==> src/rtl/fifo_stream_reader.sv <==
// Read-side drain controller for a BRAM-backed FIFO: hides the one-cycle read
// latency behind a 2-entry buffer and presents a valid/ready stream with frame marking.
module fifo_stream_reader #(
  parameter int DATA_WIDTH = 32,
  parameter int FRAME_LEN  = 16,
  parameter int CNT_W      = 16
) (
  input  logic                  clk_i,
  input  logic                  rstn_i,
  input  logic                  fifo_empty_i,
  input  logic                  fifo_wr_en_i,
  input  logic [DATA_WIDTH-1:0] fifo_data_i,
  output logic                  fifo_rd_en_o,
  input  logic                  flush_i,
  output logic                  m_valid_o,
  input  logic                  m_ready_i,
  output logic [DATA_WIDTH-1:0] m_data_o,
  output logic                  m_last_o,
  output logic [CNT_W-1:0]      beat_cnt_o
);

  localparam logic [CNT_W-1:0] LAST_BEAT = CNT_W'(FRAME_LEN - 1);

  logic                  rd_vld_p0;
  logic [1:0]            occ_p1;
  logic [DATA_WIDTH-1:0] head_p1;
  logic [DATA_WIDTH-1:0] tail_p1;
  logic [CNT_W-1:0]      beat_cnt;
  logic                  pop;
  logic [1:0]            owned;

  assign pop   = (occ_p1 != 2'd0) & m_ready_i;
  // Words already committed to the buffer, including one still coming back from BRAM.
  assign owned = occ_p1 + {1'b0, rd_vld_p0};

  assign fifo_rd_en_o = rstn_i & ~fifo_empty_i & ~fifo_wr_en_i & ~flush_i &
                        ((owned < 2'd2) | ((owned == 2'd2) & pop));

  // Stage p0 -> p1: returning BRAM word lands in the buffer tail
  always_ff @(posedge clk_i or negedge rstn_i) begin
    if (!rstn_i) begin
      rd_vld_p0 <= 1'b0;
      occ_p1    <= 2'd0;
      head_p1   <= '0;
      tail_p1   <= '0;
    end else if (flush_i) begin
      rd_vld_p0 <= 1'b0;
      occ_p1    <= 2'd0;
    end else begin
      rd_vld_p0 <= fifo_rd_en_o;
      case ({rd_vld_p0, pop})
        2'b10: begin
          if (occ_p1 == 2'd0) head_p1 <= fifo_data_i;
          else                tail_p1 <= fifo_data_i;
          occ_p1 <= occ_p1 + 2'd1;
        end
        2'b01: begin
          head_p1 <= tail_p1;
          occ_p1  <= occ_p1 - 2'd1;
        end
        2'b11: begin
          if (occ_p1 == 2'd1) begin
            head_p1 <= fifo_data_i;
          end else begin
            head_p1 <= tail_p1;
            tail_p1 <= fifo_data_i;
          end
        end
        default: ;
      endcase
    end
  end

  // Stage p1 -> stream: beat counting per frame
  always_ff @(posedge clk_i or negedge rstn_i) begin
    if (!rstn_i) begin
      beat_cnt <= '0;
    end else if (flush_i) begin
      beat_cnt <= '0;
    end else if (pop) begin
      beat_cnt <= (beat_cnt == LAST_BEAT) ? '0 : beat_cnt + 1'b1;
    end
  end

  assign m_valid_o  = (occ_p1 != 2'd0);
  assign m_data_o   = head_p1;
  assign m_last_o   = m_valid_o & (beat_cnt == LAST_BEAT);
  assign beat_cnt_o = beat_cnt;

endmodule

==> config.mk <==
export PLATFORM = sky130hd
export DESIGN_NAME = fifo_stream_reader
export DESIGN_NICKNAME = d
export VERILOG_FILES = /design/src/rtl/fifo_stream_reader.sv
export SDC_FILE = /design/constraint.sdc
export NUM_CORES = 1
export LEC_CHECK = 0
export ABC_CLOCK_PERIOD_IN_PS = 2800
export CAP_MARGIN = 20
export CORE_MARGIN = 4
export CORE_UTILIZATION = 45
export DETAILED_ROUTE_END_ITERATION = 6
export GPL_TIMING_DRIVEN = 0
export PLACE_DENSITY = 0.73
export SLEW_MARGIN = 15
export SYNTH_ARGS = -nofsm -noshare
export SYNTH_HDL_FRONTEND = slang
export SYNTH_SLANG_ARGS = --single-unit
==> constraint.sdc <==
create_clock -name clk_i -period 2.8 [get_ports clk_i]
set_input_delay 0.28 -clock clk_i [delete_from_list [all_inputs] [get_ports clk_i]]
set_output_delay 0.28 -clock clk_i [all_outputs]
set_load 0.02 [all_outputs]
Yosys cells after proc, flatten, opt, wreduce, memory -nomap -nowiden
Cells that the tools add are included.
- output and inout port bits: 51
- flip-flop bits (word level): 83
- bits of input ports: 38
- word-level logic and storage cells: 50
- $lt $le $gt $ge: 1
- equal/unequal tests: 9
- mux-type cells: 12
- bitwise gates (word level): 11
- reduce and logical (&&, ||, !) cells: 8
- add/subtract/negate cells: 4
- operators by type and width (kind ; number):
    $mux 32 ; 4
    $pmux 32 s3 ; 1
    $pmux 32 s2 ; 1
    $mux 16 ; 3
    $add 16x1->16 const B ; 1
    $eq 16x4->1 const B ; 1
    $and 1x1->1 ; 7
    $eq 2x2->1 const B ; 3
    $ne 2x2->1 const B ; 3
    $reduce_bool 2->1 ; 3
    $reduce_bool 3->1 ; 2
    $eq 2x1->1 const B ; 2
    $pmux 2 s2 ; 1
    $reduce_and 4->1 ; 1
    $not 1->1 ; 3
    $reduce_and 3->1 ; 1
    $add 2x1->2 ; 1
    $add 2x1->2 const B ; 1
    $logic_not 2->1 ; 1
    $lt 2x2->1 const B ; 1
    $mux 2 ; 1
    $sub 2x1->2 const B ; 1
    $mux 1 ; 1
    $or 1x1->1 ; 1

Logic depth before layout (Yosys ltp)
- depth after elaboration: 6
- gate-level depth with buffers: 8

Worst setup path before layout
OpenSTA, ideal clock, no wires.
- path kind: flip-flop to flip-flop
- start point: reg beat_cnt[0] (netlist: beat_cnt_o[0])
- end point: reg beat_cnt[15] (netlist: beat_cnt_o[15])
- arrival time: 1679 ps
- slack: 1039 ps
- data required time: 2717 ps
- library setup time: 83 ps
- period minus slack after synthesis: 1761 ps
- stages on the path, launching flop included: 6
- buffers on the path: 0
- cells stage by stage: dfrtp_1 -> ha_1 -> and3_1 -> and4_1 -> or4_1 -> o21ai_0
- longest elaborated chain between the ends: 4
- elaborated cells between the ends (all ways): 5
- ends and longest elaborated chain (element ; line ; text):
    start: declaration ; 28 ; logic [CNT_W-1:0] beat_cnt;
    start signal: assignment ; 81 ; beat_cnt <= (beat_cnt == LAST_BEAT) ? '0 : beat_cnt + 1'b1;
    $add 16x1->16 / $eq 16x4->1 (equally long branches) ; 81 ;
    $mux 16 * ; 81 ;
    $mux 16 * ; 80 ; end else if (pop) begin
    $mux 16 * ; 78 ; end else if (flush_i) begin
Mark *: on every way between the ends. The rest lies on a longest branch, timed or not. The select of a mux whose other input is x is not followed.
A chain may end at the register's enable or synchronous reset.

Worst setup path after layout
- start point: reg beat_cnt[0] (netlist: beat_cnt_o[0])
- end point: out m_last_o
- longest elaborated chain between the ends: 2
- ends and longest elaborated chain (element ; line ; text):
    $eq 16x4->1 ; 87 ; assign m_last_o = m_valid_o & (beat_cnt == LAST_BEAT);
    $and 1x1->1 ; 87 ;
    end: declaration ; 18 ; output logic m_last_o,
No other way between the ends.

==> metrics.log <==
[metrics] via count: slightly below 3000
[metrics] area enclosed by the die boundary: 10100 µm²
[metrics] post-synth net total: between 300 and 400
[metrics] status: completed
[metrics] initial core utilization: 0.464
[metrics] GR Overflow Total: 0
[metrics] setup repair after global routing missed its margin: false
[metrics] final clock period utilization by the worst path: 0.938
[metrics] Buf+Inv Stages, Crit Path: 1
[metrics] endpoint arrival time on the critical path: 2.35 ns
[metrics] routability congestion estimate from global placement: 0.827
[metrics] TritonCTS clock tree: done
[metrics] GRT Overall Usage: 0.187
[metrics] Leak Pwr: roughly 2.4 nW
[metrics] DRC violation count after routing: 0
[metrics] number of flops mapped to enable cells by yosys: 0
[metrics] post-layout min period: ~2.6 ns
[metrics] final design area excluding fillers: ~5100 µm²
[metrics] hold slack final: ~0.43 ns
[metrics] setup clock skew after layout: 0.00940 ns
[metrics] share of synthesized area occupied by flip-flops and latches: 0.542
[metrics] Warnings, synthesis: 0
[metrics] number of nets in the finished design: roughly 480
[metrics] worst setup path startpoint: beat_cnt_o[0]
[metrics] placed cell area: just under 5000 µm²
[metrics] Hold/Removal Path Class: input pin to flip-flop
[metrics] total of endpoints with negative setup slack in the final report: 0
[metrics] worst-path cell with the longest stage delay: clkdlybuf4s50_1
[metrics] maximum clock insertion buffer count: 2
[metrics] source-to-sink clock delay at the later pin of the worst-skew pair: 0.35 ns
[metrics] sinks on the clock net: 83
[metrics] power density over the cells: between 800 and 900 nW/µm²
[metrics] launch instance of the worst register-to-register path: occ_p1[0]
[metrics] count of antenna diodes in the layout: 0
[metrics] Worst-Margin Slew: between 0.5 and 0.6 ns
[metrics] y dimension of the die: between 100 and 150 µm
[metrics] Synth async-reset ratio: 1.00
[metrics] type of the worst setup path: flip-flop to output pin
[metrics] summed instance area of the synthesized netlist: 3830 µm²
[metrics] Worst Hold Launch: flush_i
[metrics] post-detailed-route count of antenna-violating nets: 0
[metrics] buffer cell driving the clock tree root: clkbuf_8
[metrics] final-report max-slew violation count: 0
[metrics] Primary FF master, synth: dfrtp_1
[metrics] area overhead of the layout relative to synthesis: 32.4%
[metrics] largest stage delay on the critical path: 0.63 ns
[metrics] first-pass GRT wire length: around 15000 µm
[metrics] number of top-level design ports: around 90
[metrics] Util after Layout: 0.615
[metrics] post-DR vias/cell: approximately 5.4
[metrics] initial antenna violation count: 0
[metrics] 1st-iter DRT viols: 99
[metrics] Routed WL per cell: 16.5 µm
[metrics] Top delay family on crit path: simple AND/OR/NAND/NOR gates
[metrics] count of port buffers added during placement: 87
[metrics] number of register bits inferred by synthesis: 83
[metrics] count of max-cap constraint violations: 0
[metrics] relative slew slack: 0.641
[metrics] core area: 8260 µm²
[metrics] post-synthesis average cell area: between 10 and 15 µm²
[metrics] final hold violation count: 0
[metrics] pin count of the biggest net entering global routing: 48
[metrics] Die Span X: about 100 µm
[metrics] CTS clock-pin slew for the worst setup and hold paths: ~0.080 ns
[metrics] Peak Freq: 381 MHz
[metrics] critical path endpoint category: output pin
[metrics] H-Tree Depth: 3
[metrics] total number of placement rows: 33
[metrics] synthesized instance count: between 300 and 400
[metrics] count of different cell masters after synthesis: between 40 and 50
[metrics] sequence of cells on the critical path: ha_1, and3_1, nand4_1, nor2_1, clkdlybuf4s50_1
[metrics] IR drop worst, VDD: approximately 0.00044 V
[metrics] fraction of layout cells with a size suffix above 1: 0.161
[metrics] setup TNS after final layout: 0 ns
[metrics] number of fillers in the final layout: approximately 710
[metrics] type of element launching the critical path: flip-flop
[metrics] TritonCTS Buffers: 9
[metrics] vias in the first global route: around 3000
[metrics] number of iterations in the first detailed-routing pass: 5
[metrics] sum of internal, switching and leakage power: 4.40 mW
[metrics] worst-path fanout max: 7
[metrics] total length of routed wires: ~9000 µm
[metrics] total half-perimeter wirelength after legalization and detailed placement: 6290 µm
[metrics] data required time at the worst endpoint: roughly 2.5 ns
cell families (layout without fill, tap and decap cells):
logic type | count (synthesis) | after routing | synth area share
AND/OR/NAND/NOR | 91 | 91 | 0.119
XOR/XNOR | 11 | 11 | 0.0251
flip-flops | 83 | 83 | 0.542
multiplexers | 64 | 64 | 0.178
AO/OA/AOI/OAI | 60 | 60 | 0.0943
adder cells (fa/ha/maj) | 4 | 4 | 0.0131
buffers and inverters | 23 | 128 | 0.0287
final timing paths:
check                                end  slack (ns)  depth (start not counted)
max                             m_last_o        0.17                          5
min                         m_data_o[23]        0.43                          4
max reg2reg                 m_data_o[21]        0.66                          7
min reg2reg                  tail_p1[27]        0.51                          1
max in group asynchronous   m_data_o[24]        1.75                          3
min in group asynchronous  beat_cnt_o[0]        0.44                          2
area by class of cell:
cell class                 count  area (µm²)  area share
buffer                        17        87.6      0.0172
clock buffer                  11         151      0.0298
clock inverter                 4        48.8     0.00961
inverter                       6        22.5     0.00444
multi-input combinational    230        1650       0.324
sequential                    83        2080       0.409
tap                          105         131      0.0259
timing repair buffer          90         912       0.180
flip-flops by register name, indices dropped and copies added (netlist names):
register	flops
occ_p1	2
m_data_o	32
beat_cnt_o	16
rd_vld_p0	1
tail_p1	32
cells in the mapped netlist, drive strengths merged (6+ instances only):
| cell | number | area, µm² |
|---|---|---|
| a21oi | 36 | 191 |
| mux2 | 32 | 360 |
| inv | 6 | 22.5 |
| nor2 | 46 | 173 |
| buf | 13 | 72.6 |
| mux2i | 32 | 320 |
| o21ai | 10 | 53.8 |
| nand2 | 13 | 51.3 |
| dfrtp | 83 | 2080 |
| xor2 | 6 | 52.6 |
metrics by stage:
step / setup WS [ns] / std cells
final: 0.175 / 546
after global routing: 0.0705 / 546
after CTS: 0.0874 / 545
after detailed placement: 0.397 / 529
after global placement: -2.17 / 528
after floorplan: 1.04 / 336
power by group:
part	switching, mW	leakage (nW)	internal [mW]
registers	0.233	1.05	1.61
logic	0.831	1.25	0.840
clock network	0.428	0.106	0.457
placed cells by master (no fill, tap or decap), types with 2 or more instances in the layout:
| master | instances |
|---|---|
| nand3_1 | 2 |
| buf_4 | 5 |
| clkinv_2 | 2 |
| nand4_1 | 4 |
| mux2_2 | 32 |
| o21ai_0 | 9 |
| inv_1 | 6 |
| a21o_1 | 2 |
| dfrtp_1 | 83 |
| nor2_1 | 46 |
| ha_1 | 4 |
| mux2i_1 | 32 |
| nand2b_1 | 2 |
| clkbuf_8 | 11 |
| xor2_1 | 6 |
| and4_1 | 4 |
| nor4_1 | 5 |
| o211ai_1 | 2 |
| a21oi_1 | 35 |
| o2111ai_1 | 2 |
| xnor2_1 | 5 |
| and4b_1 | 2 |
| nand2_1 | 12 |
| and3_1 | 4 |
| o31ai_1 | 2 |
| clkbuf_1 | 4 |
| buf_2 | 10 |
| or4_1 | 2 |
| or3_1 | 2 |
| clkdlybuf4s50_1 | 85 |
per-layer routing:
metal | share of wire | track usage | wire length (µm)
met3 | 0.052 | 0.0424 | 470
met1 | 0.45 | 0.257 | 4070
met5 | 0 | 0 | 0
met4 | 0.010 | 0.0591 | 91
met2 | 0.49 | 0.296 | 4370
worst min-delay path, delay by kind of cell:
kind                   cells  cell delay (ns)
and+or+nand+nor            1             0.10
buffers and inverters      1             0.21
AOI/OAI and AO/OA          2             0.14
repair_timing:
item | 4_1_cts | 5_1_grt
cloned | 0 | 0
endpoints found under the setup margin | 1 | 1
gates resized for setup | 1 | 0
hold buffers | 1 | 0
endpoints found under the hold margin | 36 | 0
pin swaps | 0 | 0
setup buffers | 0 | 1
Power figures use the tool's default switching activity.
==> RTL change 1: new RTL, same flow settings <==
Compare `beat_cnt` against `LAST_BEAT` with >= in place of ==.
--- a/src/rtl/fifo_stream_reader.sv
+++ b/src/rtl/fifo_stream_reader.sv
@@ -86,3 +86,3 @@
   assign m_data_o   = head_p1;
-  assign m_last_o   = m_valid_o & (beat_cnt == LAST_BEAT);
+  assign m_last_o   = m_valid_o & (beat_cnt >= LAST_BEAT);
   assign beat_cnt_o = beat_cnt;
Formal check against the unedited RTL: no difference found for any inputs over 4 cycles, from zero or initial values and one cycle with rstn_i low; that may be too few to reach the edited logic, so the function may still have changed.
==> RTL change 1 against the original RTL <==
  * Clock skew increased by 0.0099 ns
  * Via count about the same
  * Final area decreased by 0.37%
  * Power decreased by 2.3%
  * Sequential cell count unchanged
  * First-iteration DRC count increased by 94%
  * Count of clock-buffer cells in the layout decreased by 2
  * Area after synthesis increased by 0.13%
  * Routed wire length decreased by 3.7%
  * Worst setup slack improved by 0.12 ns
  * Largest power group unchanged
  * Highest routed layer unchanged
==> RTL change 1: results (changes against the original RTL) <==
[layout]
finalNetCount=481  ; +0.42%
layout_cell_share_with_drive_strength_beyond_1_pct=14.0  ; -2.1 points
final_cells=549  ; +0.55%
num_antenna_cells=0  ; unchanged

[critical_path]
critical_path_launch_point=occ_p1[0]
worst-setup-path-type=flip-flop to flip-flop
worst_r2r_endpoint=m_data_o[1]
cp_top_family=compound AO/OA/AOI/OAI gates
arrival_ns=2.79  ; +0.44 ns
reg2regPathDepth=8  ; +1
library_cell_contributing_the_largest_single_delay_on_the_critical_path=a21oi_1
max_stage_delay_ns=0.65  ; +0.02 ns
critical_path_peak_fanout=10  ; +3
setup.reg_to_reg.worst_slack_ns=0.29  ; -0.37 ns

[hold_path]
holdPathStages=3  ; -1

[placed_design]
placer_congestion_estimate=0.889  ; +7.5%
detailed_place.area_um2=4860  ; about the same
dpl.hpwl_mm=6.14  ; -2.5%
pre_cts_ws_ns=0.275  ; -0.122 ns
place_inst=532  ; +0.57%

[global_routing]
pin_count_of_the_biggest_net_entering_global_routing=44  ; -8.3%
first_global_vias=2956  ; -1.7%
globalRouteTotalUtil_pct=17.9  ; -0.77 points
grt_first_pass_wirelength_mm=14.5  ; -3.5%

[route]
drt-initial-drc-count=192  ; +94%
via_cell_ratio=5.38  ; -0.61%
detailedRoute.firstPassIterationCount=4  ; -1
routed_length_per_instance_um=15.8  ; -4.3%

[logic_synthesis]
yosys-top-cells-area=dfrtp_1, mux2_2, mux2i_1, a21oi_1, nor2_1
syn_area_per_cell_um2=11.3  ; -0.76%
synth.top_cells.by_count=dfrtp_1, nor2_1, a21oi_1, mux2_2, mux2i_1
synth_compound_gate_area_share_pct=9.32  ; -0.11 points
synth-xor-area-share_pct=1.83  ; -0.69 points
synth_nets=381  ; +0.79%
synth_enable_flop_cells=0  ; unchanged
yosysSeqAreaShare_pct=54.1  ; -0.071 points
yosys-mux-area-fraction_pct=17.7  ; -0.023 points
synthDistinctLibCells=43  ; +4.9%
synth_fa_ha_area_share_pct=1.30  ; -0.0017 points

[timing]
worst_hold_slack_ns=0.325  ; -0.100 ns
worstMarginPinSlew_ns=0.821  ; +0.283 ns
clock_skew_ns=0.0193  ; +0.00986 ns
max_freq_ghz=0.398  ; +4.6%

[cts]
cts_made_buffers=9  ; unchanged
ctsRootBufferMaster=clkbuf_8

[outcome]
outcome=finished clean

[power_and_ir_drop]
worst_ir_drop_vdd_uv=488  ; +12%
power_leakage_nw=2.36  ; -1.7%

RTL change 1: timing repair:
action                                 in CTS  in global routing
setup endpoints to repair                   0                  1
gates resized for setup                     0                  1
endpoints found under the hold margin      40                  0
hold buffers                                1                  0
RTL change 1: area by class of cell:
cell class | instances | area, um^2
fill | 688 | 3200
sequential | 83 | 2080
multi-input combinational | 233 | 1660
timing repair buffer | 89 | 901
tap | 105 | 131
clock buffer | 9 | 124
buffer | 19 | 91.3
clock inverter | 7 | 63.8
inverter | 4 | 15.0
RTL change 1: worst min-delay path, delay by kind of cell:
| kind | cells | cell delay, ns |
|---|---|---|
| compound gates | 1 | 0.05 |
| buf+inv | 2 | 0.31 |
RTL change 1: per-layer routing:
layer / up-vias / wire length (um) / global-route usage [%]
met1: 1433 / 4140 / 25.5
met5: - / 0 / 0
met4: 0 / 109 / 6.63
met2: 83 / 3980 / 26.9
li1: 1423 / - / -
met3: 12 / 439 / 4.03
RTL change 1: worst min-delay path by stage:
stage	end	startpoint
2_1_floorplan	beat_cnt_o[0]	rstn_i
3_3_place_gp	tail_p1[16]	tail_p1[16]
3_5_place_dp	m_data_o[17]	rstn_i
4_1_cts	beat_cnt_o[11]	flush_i
5_1_grt	beat_cnt_o[11]	flush_i
6_report	beat_cnt_o[11]	flush_i
RTL change 1: where the power goes:
group / internal (mW) / switching (mW) / leakage [nW]
clock network: 0.337 / 0.471 / 0.0930
registers: 1.61 / 0.225 / 1.05
logic: 0.835 / 0.822 / 1.22
total: 2.78 / 1.52 / 2.36
RTL change 1: cells by family after synthesis:
group                      count (synthesis)
DFF                                       83
muxes                                     64
buffers and inverters                     23
adders and majority gates                  4
and+or+nand+nor                           95
AOI/OAI and AO/OA                         62
xor gates and xnor gates                   8
==> RTL change 2: new RTL, same settings <==
Made on the original files. Set the parameter `CNT_W` to 32 (it was 16).
--- a/src/rtl/fifo_stream_reader.sv
+++ b/src/rtl/fifo_stream_reader.sv
@@ -5,3 +5,3 @@
   parameter int FRAME_LEN  = 16,
-  parameter int CNT_W      = 16
+  parameter int CNT_W      = 32
 ) (
Ports: changed (resized beat_cnt_o); port bits go from 89 to 105. No check against the original RTL was run, so the function may have changed too.
==> RTL change 2 against the original RTL <==
  * Largest power group unchanged
  * Global-route usage rose by 0.30 points
  * Routed wire length is 29% higher
  * Final area rose by 22%
  * Sequential cell count up 16
  * Register-to-register slack lost 0.24 ns
  * Area after synthesis increased by 24%
  * Maximum frequency fell by 2.0%
  * Worst setup slack worse by 0.054 ns
  * Cell count is 27% higher
  * Power rose by 8.5%
==> RTL change 2: results (changes against the original RTL) <==
[timing]
clock_skew_ns=0.00709  ; -0.00231 ns
worstMarginPinSlew_ns=0.781  ; +0.243 ns

[layout]
fill_cells=892  ; +25%
num_antenna_cells=0  ; unchanged
finalNetCount=595  ; +24%
layout_cell_share_with_drive_strength_beyond_1_pct=12.9  ; -3.2 points

[critical_path]
regToRegStartpoint=occ_p1[0]
max_stage_delay_ns=0.64
critical_path_peak_fanout=6  ; -1
arrival_ns=2.40  ; +0.05 ns
library_cell_contributing_the_largest_single_delay_on_the_critical_path=clkdlybuf4s50_1
cp_top_family=simple AND/OR/NAND/NOR gates
critical_path_launch_point=beat_cnt_o[28]

[global_routing]
first_global_vias=3828  ; +27%
pin_count_of_the_biggest_net_entering_global_routing=79  ; +65%
globalRouteTotalUtil_pct=19.0  ; +0.30 points
grt_first_pass_wirelength_mm=19.4  ; +29%
grt_antenna_before_repair=0  ; unchanged

[route]
drt-initial-drc-count=195  ; +97%
via_cell_ratio=5.46  ; +1.0%
postRouteWirelength_mm=11.6  ; +29%
routed_length_per_instance_um=16.7  ; +1.5%
detailedRoute.firstPassIterationCount=4  ; -1

[placed_design]
place_inst=676  ; +28%
dpl.hpwl_mm=8.25  ; +31%
placement.io_buffers=103  ; +18%
placer_congestion_estimate=0.814  ; -1.5%
pre_cts_ws_ns=0.218  ; -0.178 ns

[outcome]
outcome=finished clean

[logic_synthesis]
yosysSeqAreaShare_pct=52.3  ; -1.9 points
synth-warning-count=0  ; unchanged
synth_nets=478  ; +26%
synth-async-reset-ratio_pct=100  ; unchanged
yosys-top-cells-area=dfrtp_1, mux2_2, mux2i_1, nor2_1, a21oi_1
synth.top_cells.by_count=dfrtp_1, nor2_1, a21oi_1, mux2_2, mux2i_1
synth_cells=436  ; +30%
synthDistinctLibCells=51  ; +24%
yosys_most_used_dff=dfrtp_1

[hold_path]
timing.hold.worst.class=input pin to flip-flop
min_from=flush_i

[cts]
clkTransAtPathRegs_ns=0.10  ; +0.02 ns
clock_insertion_delay_worst_skew_ns=0.36
cts_made_buffers=9  ; unchanged
cts_htree_levels=3  ; unchanged
cts_max_path_buffers=2  ; unchanged
ctsRootBufferMaster=clkbuf_8

[flow_run]
max-cap-violations=0  ; unchanged

[power_and_ir_drop]
power_leakage_nw=2.87  ; +19%
worst_ir_drop_vdd_uv=422  ; -3.1%

==> RTL change 2: cell count changes after synthesis, moves of 5 or more <==
cell / unedited run / this run
dfrtp_1: 83 / 99
nor2_1: 46 / 62
nand2_1: 12 / 27
nand3_1: 2 / 12
xor2_1: 6 / 13
nand4_1: 4 / 10
nor4_1: 5 / 10
==> RTL change 2: worst paths after layout <==
kind / slack [ns] / end / depth (start not counted)
max in group asynchronous: 1.82 / beat_cnt_o[24] / 3
hold reg to reg: 0.51 / tail_p1[30] / 1
setup / recovery: 0.12 / m_last_o / 4
hold / removal: 0.22 / occ_p1[0] / 2
setup reg to reg: 0.42 / m_data_o[10] / 7
min in group asynchronous: 0.34 / beat_cnt_o[18] / 2
==> RTL change 2: per-stage QoR <==
stage | utilization [%] | area [um^2] | hold WS [ns]
after floorplan | - | 4740 | -0.0156
after global placement | 57.8 | 5940 | 0.485
after detailed placement | 58.0 | 5970 | 0.162
after global routing | 60.4 | 6200 | 0.231
final | 60.4 | 6200 | 0.217
after CTS | 60.3 | 6200 | 0.203
==> RTL change 2: final cells by class <==
class,instances,area (um^2),area share (%)
clock buffers,10,138,2.22
well taps,136,170,2.74
multi-input cells,313,2160,34.8
flip-flops and latches,99,2480,39.9
clock inverters,6,77.6,1.25
inverters,5,18.8,0.303
repair buffers,106,1080,17.4
plain buffers,19,87.6,1.41
==> RTL change 2: cell families (layout without fill, tap and decap cells) <==
group	after synthesis	in the layout	share of synthesized area, %
simple gates	157	157	17.4
flops	99	99	52.3
compound gates	70	70	9.33
mux	64	64	14.4
buf+inv	24	146	2.25
xor+xnor	18	18	3.33
fa+ha+maj	4	4	1.06
==> RTL change 2: metal layers <==
| metal | up-vias | global-route usage, % | wire (um) |
|---|---|---|---|
| met5 | - | 0 | 0 |
| met1 | 1864 | 26.2 | 5380 |
| met2 | 122 | 29.7 | 5420 |
| li1 | 1787 | - | - |
| met3 | 18 | 4.05 | 568 |
| met4 | 0 | 6.57 | 244 |
==> RTL change 2: where the power goes <==
group,internal (mW),switching [mW]
clock,0.457,0.532
sequential,1.84,0.227
combinational,0.845,0.870
==> RTL change 2: worst reg2reg max path, cell delays in order (launching register included) <==
cell and delay, ns:
dfrtp_1 0.43, inv_1 0.07, ha_1 0.27, nand2b_1 0.24
buf_2 0.23, a21oi_2 0.40, clkbuf_1 0.47, a21oi_1 0.14
==> RTL change 2: what timing repair did <==
| action | CTS | global route |
|---|---|---|
| pin swaps | 1 | 0 |
| hold buffers | 1 | 0 |
| setup endpoints to repair | 2 | 2 |
| endpoints found under the hold margin | 23 | 0 |
| buffers inserted | 1 | 0 |
| gates resized for setup | 1 | 3 |
